<file path="config.mk">
export PLATFORM = sky130hd
export DESIGN_NAME = touch_keypad_n
export DESIGN_NICKNAME = d
export VERILOG_FILES = /design/src/rtl/touch_keypad_n_pkg.sv /design/src/rtl/touch_keypad_n_key_hit.sv /design/src/rtl/touch_keypad_n.sv
export SDC_FILE = /design/constraint.sdc
export NUM_CORES = 1
export LEC_CHECK = 0
export CORE_MARGIN = 2
export CORE_UTILIZATION = 37
export DETAILED_ROUTE_END_ITERATION = 16
export PLACE_DENSITY = 0.65
export SYNTH_ARGS = -nofsm -noshare
export SYNTH_HDL_FRONTEND = slang
export SYNTH_SLANG_ARGS = --single-unit
</file>
<file path="constraint.sdc">
create_clock -name clk -period 2.6 [get_ports clk]
set_input_delay 0.39 -clock clk [delete_from_list [all_inputs] [get_ports clk]]
set_output_delay 0.39 -clock clk [all_outputs]
set_load 0.01 [all_outputs]
</file>
<file path="src/rtl/touch_keypad_n_pkg.sv">
// Shared definitions for the touch keypad blocks: coordinate widths,
// default key geometry and the keypad debounce FSM state encoding.
package touch_keypad_n_pkg;

  // Touch controller coordinate widths
  localparam int COORD_X_W = 10;
  localparam int COORD_Y_W = 9;

  // Default key geometry used by the touch front-panel blocks
  localparam int DEF_NKEYS     = 3;
  localparam int DEF_X_START   = 15;
  localparam int DEF_KEY_W     = 78;
  localparam int DEF_KEY_PITCH = 110;
  localparam int DEF_Y_TOP     = 11;
  localparam int DEF_Y_BOT     = 90;

  // Default timing
  localparam int DEF_DEB_N   = 4;
  localparam int DEF_RPT_DLY = 32;
  localparam int DEF_RPT_PER = 8;

  // Width of the key index output (up to 8 keys)
  localparam int IDX_W = 3;

  // Width of the hold / repeat-phase counters
  localparam int HOLD_W = 16;

  // Keypad FSM states
  typedef enum logic [1:0] {
    ST_IDLE        = 2'd0,
    ST_PRESS_DEB   = 2'd1,
    ST_PRESSED     = 2'd2,
    ST_RELEASE_DEB = 2'd3
  } kp_state_t;

endpackage : touch_keypad_n_pkg

</file>
<file path="src/rtl/touch_keypad_n_key_hit.sv">
// Combinational decoder: maps a touch coordinate onto one of NKEYS
// rectangular keys laid out in a single horizontal row.
module touch_key_hit
  import touch_keypad_n_pkg::*;
#(
  parameter int NKEYS     = DEF_NKEYS,
  parameter int X_START   = DEF_X_START,
  parameter int KEY_W     = DEF_KEY_W,
  parameter int KEY_PITCH = DEF_KEY_PITCH,
  parameter int Y_TOP     = DEF_Y_TOP,
  parameter int Y_BOT     = DEF_Y_BOT
) (
  input  logic                 touch_valid,
  input  logic [COORD_X_W-1:0] tor_x,
  input  logic [COORD_Y_W-1:0] tor_y,
  output logic                 hit,
  output logic [IDX_W-1:0]     idx
);

  // Overlapping keys would make the decoded index ambiguous
  if (KEY_W >= KEY_PITCH) begin : g_overlap_check
    $error("touch_key_hit: KEY_W must be smaller than KEY_PITCH");
  end

  if (NKEYS < 1 || NKEYS > 8) begin : g_nkeys_check
    $error("touch_key_hit: NKEYS must be in 1..8");
  end

  // Coordinates promoted to int so all bound arithmetic is full width
  int x_i;
  int y_i;

  assign x_i = int'(tor_x);
  assign y_i = int'(tor_y);

  // Inclusive rectangle test for every key, first match wins
  always_comb begin
    hit = 1'b0;
    idx = '0;
    if (touch_valid && (y_i >= Y_TOP) && (y_i <= Y_BOT)) begin
      for (int k = 0; k < NKEYS; k++) begin
        if (!hit && (x_i >= X_START + k * KEY_PITCH) &&
            (x_i <= X_START + k * KEY_PITCH + KEY_W)) begin
          hit = 1'b1;
          idx = IDX_W'(k);
        end else begin
          idx = idx;
        end
      end
    end else begin
      hit = 1'b0;
    end
  end

endmodule : touch_key_hit

</file>
<file path="src/rtl/touch_keypad_n.sv">
// Debounced touch keypad: decodes touches onto a row of keys, debounces
// press and release, generates auto-repeat and drives one-hot key events.
module touch_keypad_n
  import touch_keypad_n_pkg::*;
#(
  parameter int NKEYS     = DEF_NKEYS,
  parameter int X_START   = DEF_X_START,
  parameter int KEY_W     = DEF_KEY_W,
  parameter int KEY_PITCH = DEF_KEY_PITCH,
  parameter int Y_TOP     = DEF_Y_TOP,
  parameter int Y_BOT     = DEF_Y_BOT,
  parameter int DEB_N     = DEF_DEB_N,
  parameter int RPT_DLY   = DEF_RPT_DLY,
  parameter int RPT_PER   = DEF_RPT_PER
) (
  input  logic                 clk,
  input  logic                 reset,
  input  logic                 sample_en,
  input  logic                 touch_valid,
  input  logic [COORD_X_W-1:0] tor_x,
  input  logic [COORD_Y_W-1:0] tor_y,
  output logic [NKEYS-1:0]     key_press,
  output logic [NKEYS-1:0]     key_repeat,
  output logic [NKEYS-1:0]     key_release,
  output logic [NKEYS-1:0]     key_down,
  output logic [IDX_W-1:0]     key_idx
);

  if (DEB_N < 2 || DEB_N > 15) begin : g_deb_check
    $error("touch_keypad_n: DEB_N must be in 2..15");
  end

  if (RPT_DLY < 0 || RPT_DLY >= (1 << HOLD_W) - 1 ||
      RPT_PER < 1 || RPT_PER >= (1 << HOLD_W) - 1) begin : g_rpt_check
    $error("touch_keypad_n: RPT_DLY/RPT_PER out of range");
  end

  localparam logic [3:0]        DEB_LIM = 4'(DEB_N);
  localparam logic [HOLD_W-1:0] DLY_LIM = HOLD_W'(RPT_DLY);
  localparam logic [HOLD_W-1:0] PER_LIM = HOLD_W'(RPT_PER);
  localparam logic [HOLD_W-1:0] HOLD_MAX = {HOLD_W{1'b1}};

  logic             hit;
  logic [IDX_W-1:0] idx;

  touch_key_hit #(
    .NKEYS     (NKEYS),
    .X_START   (X_START),
    .KEY_W     (KEY_W),
    .KEY_PITCH (KEY_PITCH),
    .Y_TOP     (Y_TOP),
    .Y_BOT     (Y_BOT)
  ) u_hit (
    .touch_valid (touch_valid),
    .tor_x       (tor_x),
    .tor_y       (tor_y),
    .hit         (hit),
    .idx         (idx)
  );

  kp_state_t         state, state_nxt;
  logic [3:0]        cnt, cnt_nxt;
  logic [IDX_W-1:0]  cand, cand_nxt;
  logic [HOLD_W-1:0] hold_cnt, hold_nxt;
  logic [HOLD_W-1:0] rpt_cnt, rpt_nxt;
  logic              press_evt, repeat_evt, release_evt;
  logic              same_key;
  logic [NKEYS-1:0]  cand_vec;
  logic [NKEYS-1:0]  cand_nxt_vec;
  logic              down_nxt;

  assign same_key = hit && (idx == cand);

  // One-hot expansion of the current and next candidate key index
  always_comb begin
    cand_vec     = '0;
    cand_nxt_vec = '0;
    for (int k = 0; k < NKEYS; k++) begin
      cand_vec[k]     = (cand == IDX_W'(k));
      cand_nxt_vec[k] = (cand_nxt == IDX_W'(k));
    end
  end

  // Next-state, counter and event decode; only sample_en cycles advance
  always_comb begin
    state_nxt   = state;
    cnt_nxt     = cnt;
    cand_nxt    = cand;
    hold_nxt    = hold_cnt;
    rpt_nxt     = rpt_cnt;
    press_evt   = 1'b0;
    repeat_evt  = 1'b0;
    release_evt = 1'b0;
    if (sample_en) begin
      case (state)
        ST_IDLE: begin
          if (hit) begin
            cand_nxt  = idx;
            cnt_nxt   = 4'd1;
            state_nxt = ST_PRESS_DEB;
          end else begin
            cnt_nxt = 4'd0;
          end
        end
        ST_PRESS_DEB: begin
          if (same_key) begin
            if (cnt + 4'd1 >= DEB_LIM) begin
              state_nxt = ST_PRESSED;
              press_evt = 1'b1;
              cnt_nxt   = 4'd0;
              hold_nxt  = '0;
              rpt_nxt   = '0;
            end else begin
              cnt_nxt = cnt + 4'd1;
            end
          end else if (hit) begin
            cand_nxt = idx;
            cnt_nxt  = 4'd1;
          end else begin
            state_nxt = ST_IDLE;
            cnt_nxt   = 4'd0;
          end
        end
        ST_PRESSED: begin
          if (same_key) begin
            if (RPT_DLY != 0) begin
              // Delay phase saturates at RPT_DLY, then the phase counter cycles
              if (hold_cnt < DLY_LIM) begin
                hold_nxt = hold_cnt + HOLD_W'(1);
                if (hold_cnt + HOLD_W'(1) == DLY_LIM) begin
                  repeat_evt = 1'b1;
                  rpt_nxt    = '0;
                end else begin
                  rpt_nxt = rpt_cnt;
                end
              end else if (rpt_cnt + HOLD_W'(1) >= PER_LIM) begin
                repeat_evt = 1'b1;
                rpt_nxt    = '0;
              end else begin
                rpt_nxt = rpt_cnt + HOLD_W'(1);
              end
            end else begin
              // Repeat disabled: just track hold time without wrapping
              if (hold_cnt != HOLD_MAX) begin
                hold_nxt = hold_cnt + HOLD_W'(1);
              end else begin
                hold_nxt = hold_cnt;
              end
            end
          end else begin
            cnt_nxt   = 4'd1;
            state_nxt = ST_RELEASE_DEB;
          end
        end
        ST_RELEASE_DEB: begin
          if (same_key) begin
            state_nxt = ST_PRESSED;
            cnt_nxt   = 4'd0;
          end else if (cnt + 4'd1 >= DEB_LIM) begin
            release_evt = 1'b1;
            state_nxt   = ST_IDLE;
            cnt_nxt     = 4'd0;
          end else begin
            cnt_nxt = cnt + 4'd1;
          end
        end
        default: begin
          state_nxt = ST_IDLE;
          cnt_nxt   = 4'd0;
          cand_nxt  = '0;
          hold_nxt  = '0;
          rpt_nxt   = '0;
        end
      endcase
    end else begin
      state_nxt = state;
    end
  end

  assign down_nxt = (state_nxt == ST_PRESSED) || (state_nxt == ST_RELEASE_DEB);

  // FSM state and counter registers
  always_ff @(posedge clk) begin
    if (reset) begin
      state    <= ST_IDLE;
      cnt      <= 4'd0;
      cand     <= '0;
      hold_cnt <= '0;
      rpt_cnt  <= '0;
    end else begin
      state    <= state_nxt;
      cnt      <= cnt_nxt;
      cand     <= cand_nxt;
      hold_cnt <= hold_nxt;
      rpt_cnt  <= rpt_nxt;
    end
  end

  // Registered event pulses and held-key level outputs
  always_ff @(posedge clk) begin
    if (reset) begin
      key_press   <= '0;
      key_repeat  <= '0;
      key_release <= '0;
      key_down    <= '0;
      key_idx     <= '0;
    end else begin
      key_press   <= press_evt   ? cand_vec : '0;
      key_repeat  <= repeat_evt  ? cand_vec : '0;
      key_release <= release_evt ? cand_vec : '0;
      key_down    <= down_nxt ? cand_nxt_vec : '0;
      key_idx     <= down_nxt ? cand_nxt : '0;
    end
  end

endmodule : touch_keypad_n

</file>
=== Word level (Yosys, flattened, before mapping) ===
Index checks and enable logic that the tools add are counted.

* Bits in registers: 56
* Latch bits: 0
* RAM bits: 0
* Memory bits (read-only): 0
* Output and inout port bits: 15
* Memories: 0

* Add/subtract/negate cells: 3
* Multipliers: 0
* Divide/modulo/power cells: 0
* $lt $le $gt $ge: 11
* Eq/ne operators: 17
* Shift-type cells: 0
* Muxes and demuxes: 51
* Bitwise gates (word level): 4
* Reductions and logical operators: 22

{| class="wikitable"
|+ Operators by type and width
! operator !! count
|-
| two-way mux 16 bit || 8
|-
| one-hot mux 16 bit (2 select lines) || 2
|-
| adder 16 x 1 -> 16 bit, second input constant || 2
|-
| two-way mux 1 bit || 21
|-
| two-way mux 2 bit || 10
|-
| == test 16 x 6 -> 1 bit, second input constant || 1
|-
| >= comparator 16 x 4 -> 1 bit, second input constant || 1
|-
| < comparator 16 x 6 -> 1 bit, second input constant || 1
|-
| two-way mux 4 bit || 4
|-
| one-hot mux 4 bit (4 select lines) || 1
|-
| AND reduction 6 bit || 2
|-
| >= comparator 10 x 4 -> 1 bit, second input constant || 1
|-
| >= comparator 10 x 7 -> 1 bit, second input constant || 1
|-
| >= comparator 10 x 8 -> 1 bit, second input constant || 1
|-
| less-or-equal comparator 10 x 7 -> 1 bit, second input constant || 1
|-
| less-or-equal comparator 10 x 8 -> 1 bit, second input constant || 1
|-
| less-or-equal comparator 10 x 9 -> 1 bit, second input constant || 1
|-
| != test 2 bit, second input constant || 5
|-
| >= comparator 9 x 4 -> 1 bit, second input constant || 1
|-
| less-or-equal comparator 9 x 7 -> 1 bit, second input constant || 1
|-
| two-way mux 3 bit || 3
|-
| == test 2 bit, second input constant || 4
|-
| logical AND 1 bit || 8
|-
| one-hot mux 2 bit (4 select lines) || 1
|-
| other kinds (16) || 26
|}

=== Depth between registers and ports, before layout ===
* Depth after elaboration: 23
* Mapped depth: 10
* Depth with buffers taken out: 8

=== Hierarchy ===
From an unflattened synthesis, not the netlist that was laid out.

* Cell total of the unflattened synthesis: 319
* Area total of the unflattened synthesis: 2860.2 µm²

{| class="wikitable"
|+ Modules (own cells, without submodules)
! module !! times used !! cells an instance !! area each (µm²) !! sequential area each (µm²)
|-
| touch_keypad_n || 1 || 289 || 2676.3 || 1121.1
|-
| touch_key_hit || 1 || 30 || 183.9 || 0.0
|}

=== Worst setup path before layout ===
No wires, ideal clock.

* Path type: input-to-reg
* Start: input tor_x[6]
* End: register hold_cnt[5]
* Setup time: 0.117 ns
* Data arrival time: 2.471 ns
* Slack: 0.012 ns
* Stages: 8
* Cell sequence: buf_2 > a2111o_1 > a31o_1 > o221a_4 > or4b_4 > nor3_4 > nand2_1 > a32o_1

* Longest elaborated chain between the ends: 18
* Elaborated cells on any way between the ends: 27
* Those cells by class: order compare: 6; eq/ne: 3; mux: 9; reduce/logical: 9

{| class="wikitable"
|+ Ends and longest elaborated chain
! item !! line !! RTL
|-
| start, declared || touch_keypad_n.sv:20 || <nowiki>input logic [COORD_X_W-1:0] tor_x,</nowiki>
|-
| >= comparator 10 x 4 -> 1 bit or less-or-equal comparator 10 x 7 -> 1 bit (tied branches) || touch_keypad_n_key_hit.sv:42, touch_keypad_n_key_hit.sv:43 ||
|-
| logical AND 1 bit || touch_keypad_n_key_hit.sv:42 || <nowiki>if (!hit && (x_i >= X_START + k * KEY_PITCH) &&</nowiki>
|-
| two-way mux 1 bit || touch_keypad_n_key_hit.sv:42 ||
|-
| two-way mux 1 bit || touch_keypad_n_key_hit.sv:40 || <nowiki>if (touch_valid && (y_i >= Y_TOP) && (y_i <= Y_BOT)) begin</nowiki>
|-
| zero test 1 bit || touch_keypad_n_key_hit.sv:42 ||
|-
| logical AND 1 bit (2 in series) || touch_keypad_n_key_hit.sv:42 ||
|-
| two-way mux 1 bit || touch_keypad_n_key_hit.sv:42 ||
|-
| two-way mux 1 bit || touch_keypad_n_key_hit.sv:40 ||
|-
| zero test 1 bit || touch_keypad_n_key_hit.sv:42 ||
|-
| logical AND 1 bit (2 in series) || touch_keypad_n_key_hit.sv:42 ||
|-
| two-way mux 2 bit || touch_keypad_n_key_hit.sv:42 ||
|-
| two-way mux 2 bit || touch_keypad_n_key_hit.sv:40 ||
|-
| == test 3 bit || touch_keypad_n.sv:72 || <nowiki>assign same_key = hit && (idx == cand);</nowiki>
|-
| logical AND 1 bit (*) || touch_keypad_n.sv:72 ||
|-
| != test 2 bit (no source line) || -- ||
|-
| AND reduction 6 bit (no source line) (*) || -- ||
|-
| end signal, assigned || touch_keypad_n.sv:194 || <nowiki>hold_cnt <= hold_nxt;</nowiki>
|-
| end, declared || touch_keypad_n.sv:64 || <nowiki>logic [HOLD_W-1:0] hold_cnt, hold_nxt;</nowiki>
|}

Mark *: on every way between the ends. The rest lies on a longest branch, timed or not. The select of a mux whose other input is x is not followed.
A chain may end at the register's enable or synchronous reset.

=== Worst setup path after layout ===
* Start: input tor_x[3]
* End: register hold_cnt[2]

Same word-level chain as after synthesis.

==> flow_summary.ini <==
[status]
status = finished, final reports clean

[detailed_routing]
finalWirelength_mm = 7.00
first_iter_violations = 185
dr.pass1.iters = 4
drc = 0
vias = 2943
vias_per_cell = 5.44
ant_nets = 0
wl_per_cell_um = 12.9

[placed_design]
port_buffers = 37
place.gp.congestion = 0.861
place_hpwl_mm = 5.33
place_inst = 528
dpl-instance-area_sq_mm = 0.00375

[synthesis]
yosys_warnings = 0
synth_top_area_frac = 0.376
async_reset_ff_frac = 0
syn-cell-area_sq_mm = 0.00298
synth_compound_area_frac = 0.209
synth_nets = 384
ys.flop_type = dfxtp_1
synth_cells = 357
ys_ff_latch = 56
synth_area_leaders = dfxtp_1 38%, and2_1 5.7%, nor2_1 4.2%
synth-edff-count = 0
synth_top_area_cell = dfxtp_1
avgSynthCellArea_sq_um = 8.35
synthSimpleGateAreaFrac = 0.327
synth_top_family_by_area = simple AND/OR/NAND/NOR gates
synth-seq-area-share = 0.376
synth-xor-area-share = 0.0206
synth_fa_ha_area_frac = 0.0168
synth.area.mux_share = 0.0139
ys_types = 64

[power_and_ir_drop]
p_per_area_mw_per_mm2 = 384
ir_worst_vdd_mv = 0.188
clockPowerShare = 0.328
leakage_nw = 1.52
p_comb_frac = 0.100
p_sw_mw = 0.372
internal-power_mw = 1.13
p_sw_frac = 0.247
power_mw = 1.50
p_seq_frac = 0.572

[hold_path]
hp-class = flop to flop
min_from = rpt_cnt[15]$_SDFFE_PP0P_
min_delay_path_depth = 1
min_to = rpt_cnt[15]$_SDFFE_PP0P_

[setup_path]
cp-end-kind = flop
crit_fanout = 4
worstSetupStartpointType = primary input
cp_slowest_cell = or4b_4
reg2regPathDepth = 9
r2r-start = cand[0]$_SDFF_PP0_
cpPeakStageDelay_ps = 580
cp_num_buf_inv = 3
path_class = primary input to flop
arrival_ps = 2790
reg2reg_to = hold_cnt[2]$_SDFFE_PP0P_
required_ps = 2810
crit_family = simple AND/OR/NAND/NOR gates
regToRegSetupSlack_ps = 250
crit_path_cell_trace = dlygate4sd2_1 -> and3_1 -> a31o_1 -> o221a_4 -> or4b_4 -> buf_6 -> nor3_4 -> buf_4 -> o211ai_1 -> nor3b_2

[timing]
fin_skew_ps = 10.5
tightest_slew_ps = 571
fin_hold_ws_ps = 499
slew_viol_final = 0
slew_headroom = 0.618
timing.fmax_mhz = 389
min_period_over_period = 0.990
min_period_ps = 2570
setup_viol = 0
hold_viol_final = 0

[grt]
grt_use_total = 0.161
grt_max_degree = 20
antenna_found_initial = 0
overflow = 0
grt_pass1_wl_mm = 11.8
grt_pass1_vias = 2738

[cells_and_area]
fin_util = 0.504
final_area_sq_mm = 0.00392
final_cell_mix = 56 x dfxtp_1, 48 x buf_4, 32 x nor2_1
diodes = 0
layout_commonest_cell = dfxtp_1
instances_no_fill = 541
area_growth_pct = 31.4
final_nets = 465
drive_gt1_frac = 0.178

[clock_network]
cts_hold_buffers = 0
clock_latency_ps = 320
htree_levels = 2
cts.sinks = 56
cts_buffers = 5
clkSlewWorstSetupHoldPaths_ps = 100
clk_path_buf_depth = 2
cts_tree = built
cts_root_buf = clkbuf_8

[floorplan]
initial_core_util = 0.384
fp.dieArea_sq_mm = 0.00879
num_rows = 32
core-area_sq_mm = 0.00777
fp.dieH_um = 93.8
io_pins = 38
die_x_um = 93.8

[run]
max_cap_violations = 0
[power by group through the flow]
stage / Combinational, mW / Clock (mW) / Sequential (mW)
final: 0.150 / 0.494 / 0.861
after global routing: 0.163 / 0.552 / 0.861
after CTS: 0.147 / 0.519 / 0.861
after detailed placement: 0.149 / 0 / 0.880
after global placement: 0.147 / 0 / 0.880
after floorplan: 0.0595 / 0 / 0.879
[Yosys cell counts, types with 4 or more instances]
cell / number
o21ai_0: 12
or3_1: 6
and4_1: 4
clkbuf_1: 8
a21o_1: 4
and2_1: 27
ha_1: 4
nand4_1: 11
dfxtp_1: 56
xor2_1: 4
and3_1: 7
a311oi_1: 4
a211oi_1: 6
nor3_1: 12
o211ai_1: 6
nand2b_1: 4
nand3_1: 19
nor4_1: 9
inv_1: 11
a21oi_1: 16
nand2_1: 28
nor2_1: 33
[layer usage]
metal	wire (um)	global-route usage	up-vias
li1	-	-	1489
met1	3390	0.209	1365
met2	3240	0.271	70
met3	221	0.0209	19
met4	150	0.0604	0
met5	0	0	-
[per-stage QoR]
stage / worst slack, ps / TNS (ps)
after floorplan: 12.1 / 0
after global placement: -406 / -17780
after detailed placement: -515 / -19040
after CTS: 1.29 / 0
after global routing: -30.5 / -38.4
final: 26.0 / 0
[flip-flops by register name (all words and copies together), names as in the netlist]
register and cells:
key_repeat 3, key_release 3, state 2, cnt 4, cand 3, key_down 3
rpt_cnt 16, key_idx 3, hold_cnt 16, key_press 3
[how the worst max path moves through the flow]
stage                   from                       end  slack [ps]  cells past startpoint
floorplan           tor_x[6]  hold_cnt[5]$_SDFFE_PP0P_          10                      8
global placement    tor_x[5]  hold_cnt[2]$_SDFFE_PP0P_        -410                      9
detailed placement  tor_x[6]  hold_cnt[4]$_SDFFE_PP0P_        -520                      8
CTS                 tor_x[0]  hold_cnt[3]$_SDFFE_PP0P_           1                      9
global route        tor_x[2]  hold_cnt[2]$_SDFFE_PP0P_         -30                     10
finish              tor_x[3]  hold_cnt[2]$_SDFFE_PP0P_          30                     10
[cell type report]
type / instances / area, sq um
Inverter: 12 / 45.0
Sequential cell: 56 / 1120
Clock buffer: 5 / 68.8
Clock inverter: 3 / 26.3
Fill cell: 745 / 3850
Tap cell: 102 / 128
Timing Repair Buffer: 87 / 738
Multi-Input combinational cell: 276 / 1790
[logic make-up after synthesis]
kind of cell / after synthesis
adders and majority gates: 4
AOI/OAI and AO/OA: 85
DFF: 56
buffers and inverters: 25
xor gates and xnor gates: 7
muxes: 4
and+or+nand+nor: 176
[repair_timing]
item                                   4_1_cts  5_1_grt
setup endpoints to repair                   40       22
pin swaps                                    7        7
buffers inserted                             4        1
gates resized for setup                     12       16
endpoints found under the hold margin        0        0
Power figures use the tool's default switching activity.
